File: src/rtl/gcd_engine.sv
// WIDTH-bit GCD engine with a subtractive Euclid mode and a binary (Stein) mode.
// It uses a Start/Busy/Done handshake and reports the RUN cycles each operation took.
module gcd_engine #(
   parameter int WIDTH = 8,
   parameter int CW    = 8
) (
   input  logic             clk,
   input  logic             reset,
   input  logic             Start,
   input  logic             Mode,
   input  logic [WIDTH-1:0] X_in,
   input  logic [WIDTH-1:0] Y_in,
   output logic             Busy,
   output logic             Done,
   output logic [WIDTH-1:0] GCD_out,
   output logic [CW-1:0]    ITER_CNT,
   output logic             dbg_state_o
);

   localparam int KW = $clog2(WIDTH + 1);

   typedef enum logic {IDLE = 1'b0, RUN = 1'b1} state_e;

   state_e           state_q, state_d;
   logic [WIDTH-1:0] x_q, x_d, y_q, y_d, gcd_q, gcd_d;
   logic [KW-1:0]    k_q, k_d;
   logic             md_q, md_d;
   logic [CW-1:0]    cnt_q, cnt_d, iter_q, iter_d, cnt_sat;
   logic             busy_q, busy_d, done_q, done_d;

   // The count saturates so that long subtractive runs report all-ones, not a wrapped value.
   assign cnt_sat = (cnt_q == {CW{1'b1}}) ? cnt_q : cnt_q + 1'b1;

   always_ff @(posedge clk or negedge reset) begin
      if (!reset) begin
         state_q <= IDLE;
         x_q     <= '0;
         y_q     <= '0;
         k_q     <= '0;
         md_q    <= 1'b0;
         cnt_q   <= '0;
         gcd_q   <= '0;
         iter_q  <= '0;
         busy_q  <= 1'b0;
         done_q  <= 1'b0;
      end else begin
         state_q <= state_d;
         x_q     <= x_d;
         y_q     <= y_d;
         k_q     <= k_d;
         md_q    <= md_d;
         cnt_q   <= cnt_d;
         gcd_q   <= gcd_d;
         iter_q  <= iter_d;
         busy_q  <= busy_d;
         done_q  <= done_d;
      end
   end

   always_comb begin
      state_d = state_q;
      x_d     = x_q;
      y_d     = y_q;
      k_d     = k_q;
      md_d    = md_q;
      cnt_d   = cnt_q;
      gcd_d   = gcd_q;
      iter_d  = iter_q;
      busy_d  = busy_q;
      done_d  = 1'b0;
      case (state_q)
         IDLE: begin
            if (Start) begin
               // A zero operand would never terminate the loop; its answer is the other operand.
               if (X_in == '0 || Y_in == '0) begin
                  gcd_d  = X_in | Y_in;
                  iter_d = '0;
                  done_d = 1'b1;
               end else begin
                  x_d     = X_in;
                  y_d     = Y_in;
                  md_d    = Mode;
                  k_d     = '0;
                  cnt_d   = '0;
                  busy_d  = 1'b1;
                  state_d = RUN;
               end
            end
         end
         RUN: begin
            cnt_d = cnt_sat;
            if (x_q == y_q) begin
               gcd_d   = x_q << k_q;
               iter_d  = cnt_sat;
               done_d  = 1'b1;
               busy_d  = 1'b0;
               state_d = IDLE;
            end else if (!md_q) begin
               if (x_q < y_q) y_d = y_q - x_q;
               else           x_d = x_q - y_q;
            end else begin
               // In binary mode, k counts the common factors of two that are restored at the end.
               if (!x_q[0] && !y_q[0]) begin
                  x_d = x_q >> 1;
                  y_d = y_q >> 1;
                  k_d = k_q + 1'b1;
               end else if (!x_q[0]) begin
                  x_d = x_q >> 1;
               end else if (!y_q[0]) begin
                  y_d = y_q >> 1;
               end else if (x_q > y_q) begin
                  x_d = (x_q - y_q) >> 1;
               end else begin
                  y_d = (y_q - x_q) >> 1;
               end
            end
         end
         default: state_d = IDLE;
      endcase
   end

   assign Busy        = busy_q;
   assign Done        = done_q;
   assign GCD_out     = gcd_q;
   assign ITER_CNT    = iter_q;
   assign dbg_state_o = state_q;

endmodule

File: config.mk
export PLATFORM = sky130hd
export DESIGN_NAME = gcd_engine
export DESIGN_NICKNAME = d
export VERILOG_FILES = /design/src/rtl/gcd_engine.sv
export SDC_FILE = /design/constraint.sdc
export NUM_CORES = 1
export LEC_CHECK = 0
export ABC_CLOCK_PERIOD_IN_PS = 4500
export BUFFER_PORTS_ARGS = -buffer_cell sky130_fd_sc_hd__buf_2
export CAP_MARGIN = 10
export CORE_AREA = 2 2 86 88
export DETAILED_ROUTE_END_ITERATION = 10
export DIE_AREA = 0 0 88 90
export PLACE_DENSITY = 0.7
export REMOVE_ABC_BUFFERS = 1
export SETUP_SLACK_MARGIN = 0.02
export SYNTH_ARGS = -nofsm -noshare
export SYNTH_HDL_FRONTEND = slang
export SYNTH_SLANG_ARGS = --single-unit
File: constraint.sdc
create_clock -name clk -period 4.5 [get_ports clk]
set_clock_uncertainty 0.2 [all_clocks]
set_input_delay 0.675 -clock clk [delete_from_list [all_inputs] [get_ports clk]]
set_output_delay 0.675 -clock clk [all_outputs]
set_load 0.005 [all_outputs]
==> run metrics <==
Worst Tran Pin Value=1.08 ns; final-report max-slew violation count=0; Hold Path Depth=2; Tmin final=3.41 ns; Via density=6.11; Reg clk slew, reported paths=0.10 ns; share of cells above drive strength 1=0.178; outcome=finished clean; Tcrit/Tclk final=0.759; Netlist Area Pre-Place=0.00371 mm2; initial antenna violation count=0; vias in the first global route=3198; placed insts=536; post-synthesis sequential area ratio=0.324; Clock Latency Late Sink=0.31 ns; Crit Path Max Fanout=13; Clock Path Buffers=2; GRT Total Usage=0.259; Synth Instances=419; ANT cells=0; Top FF cell, synth=dfrtp_1; post-DP HPWL=7360 um; post-CTS resize count=0; Hold Buf Count CTS=0; asr flop ratio synth=1.00; Congestion Overflow GR=0; Yosys reg bits=48; Post-synth EDFFs=0; root buffer cell=clkbuf_8; Crit. End Element=flip-flop; max cap viols=0; worst r2r path cells=9; setup_tns=0 ns; I/O pins=39; WL final=9740 um; First-pass DRT Iterations=5; cts bufs inserted=5; Die Area=0.00792 mm2; Core Util, Final=0.572; Die W=88 um; RSZ-0062 raised after global routing=no; Hold WC Path Type=flip-flop to flip-flop; GPL Wtd Cong=0.951; P&R area growth vs syn=8.12%; total number of vias=3323; CTS tree=yes; DR iter-0 viols=308; Nets=484; first-pass GRT wire length=16200 um; number of setup buffers added after CTS=0; Req. time, crit path=4.48 ns; Core ar.=0.00702 mm2; DRC=0; I/O Buffers=38; f_max=0.293 GHz; Hold Fails Final Rpt=0; CTS H-tree lvls=2; Starting Density=0.529; WS Path Type=flip-flop to flip-flop; Cell variety after synth=71; post-place setup slack=1.14 ns; Rows=31; Die Ht=90 um; Finished Layout Cells=544; drt wl/cell=17.9 um; syn avg cell area=8.86 um2; clock sinks=48; Final WS setup=1.09 ns; synth warn=0; CP startpoint kind=flip-flop; Slew HR=0.281; Worst EP arrival=3.40 ns; final antenna-violating net count=0; pin count of the biggest net entering global routing=49; Final setup viols=0
flip-flops by register name, indices dropped and copies added, names as in the netlist:
name         count
k_q              4
ITER_CNT         8
md_q             1
GCD_out          8
x_q              8
y_q              8
cnt_q            8
Busy             1
Done             1
dbg_state_o      1
cell families (layout without fill, tap and decap cells):
| kind of cell | count (synthesis) | in the layout | share of synthesized area |
|---|---|---|---|
| AOI/OAI and AO/OA | 140 | 140 | 0.265 |
| and+or+nand+nor | 129 | 129 | 0.182 |
| DFF | 48 | 48 | 0.324 |
| buffers and inverters | 48 | 74 | 0.0597 |
| adders and majority gates | 20 | 20 | 0.0715 |
| muxes | 19 | 19 | 0.0637 |
| xor gates and xnor gates | 15 | 15 | 0.0354 |
metrics by stage:
step | area [um2] | hold slack [ns]
2_1_floorplan | 3590 | 0.179
3_3_place_gp | 3920 | 0.248
3_5_place_dp | 3920 | 0.265
4_1_cts | 4010 | 0.287
5_1_grt | 4010 | 0.302
6_report | 4010 | 0.279
layer usage:
layer	vias up	GRT usage	wire, um	share of wire
met2	135	0.397	4450	0.46
met5	-	0	0	0
met3	15	0.0404	593	0.061
met4	0	0.0692	172	0.018
met1	1587	0.379	4520	0.46
li1	1586	-	-	-
critical path: stages, from the launching register on:
cell and delay, ns:
dfrtp_1 0.50, inv_1 0.12, ha_1 0.23, fa_1 0.40, nand2b_1 0.19, a21o_4 0.24
a211oi_2 0.69, o31ai_1 0.17, a2111oi_0 0.45, nor3_1 0.09
final cells by class:
class | instances | area, um2
tap | 99 | 124
multi-input combinational | 323 | 2290
clock buffer | 6 | 82.6
sequential | 48 | 1200
inverter | 26 | 97.6
fill | 653 | 3010
clock inverter | 2 | 13.8
timing repair buffer | 40 | 205
cells in the final DEF, fill, tap and decap left out, types with 11 or more instances in the layout:
master   synthesis  layout
a21oi_1         32      32
a21o_1          11      11
inv_1           26      26
ha_1            18      18
o21ai_0         24      24
nor2_1          31      31
buf_2            4      38
nand2_1         39      39
o22ai_1         12      12
dfrtp_1         48      48
final timing paths:
kind	to	startpoint	slack [ns]
setup reg to reg	y_q[5]$_DFFE_PN0P_	x_q[0]$_DFFE_PN0P_	1.09
min in group asynchronous	GCD_out[4]$_DFFE_PN0P_	reset	0.35
max in group asynchronous	cnt_q[5]$_DFFE_PN0P_	reset	3.07
hold reg to reg	ITER_CNT[0]$_DFFE_PN0P_	ITER_CNT[0]$_DFFE_PN0P_	0.28
hold / removal	ITER_CNT[0]$_DFFE_PN0P_	ITER_CNT[0]$_DFFE_PN0P_	0.28
setup / recovery	y_q[5]$_DFFE_PN0P_	x_q[0]$_DFFE_PN0P_	1.09
cells in the mapped netlist (4+ instances only):
cell type	number	share of area
a221oi_1	4	0.0094
o21ai_0	24	0.032
nand3_1	8	0.011
xnor2_1	7	0.017
a21oi_1	32	0.043
o31ai_1	6	0.012
a21o_1	11	0.022
nand4_1	5	0.0084
nor2_1	31	0.031
a211oi_1	5	0.010
and2_1	4	0.0067
nand2b_1	8	0.013
mux2i_1	6	0.016
nor2b_1	4	0.0067
buf_2	4	0.0054
nor4_1	7	0.012
o211ai_1	5	0.010
o22ai_1	12	0.020
xor2_1	8	0.019
nor3_1	4	0.0054
mux2_2	9	0.027
dfrtp_1	48	0.32
ha_1	18	0.061
clkbuf_1	11	0.011
inv_1	26	0.026
nand2_1	39	0.039
a31oi_1	4	0.0067
Power is not shown: default switching activity piles up to over one toggle a cycle in this logic, so the estimate is an artifact.
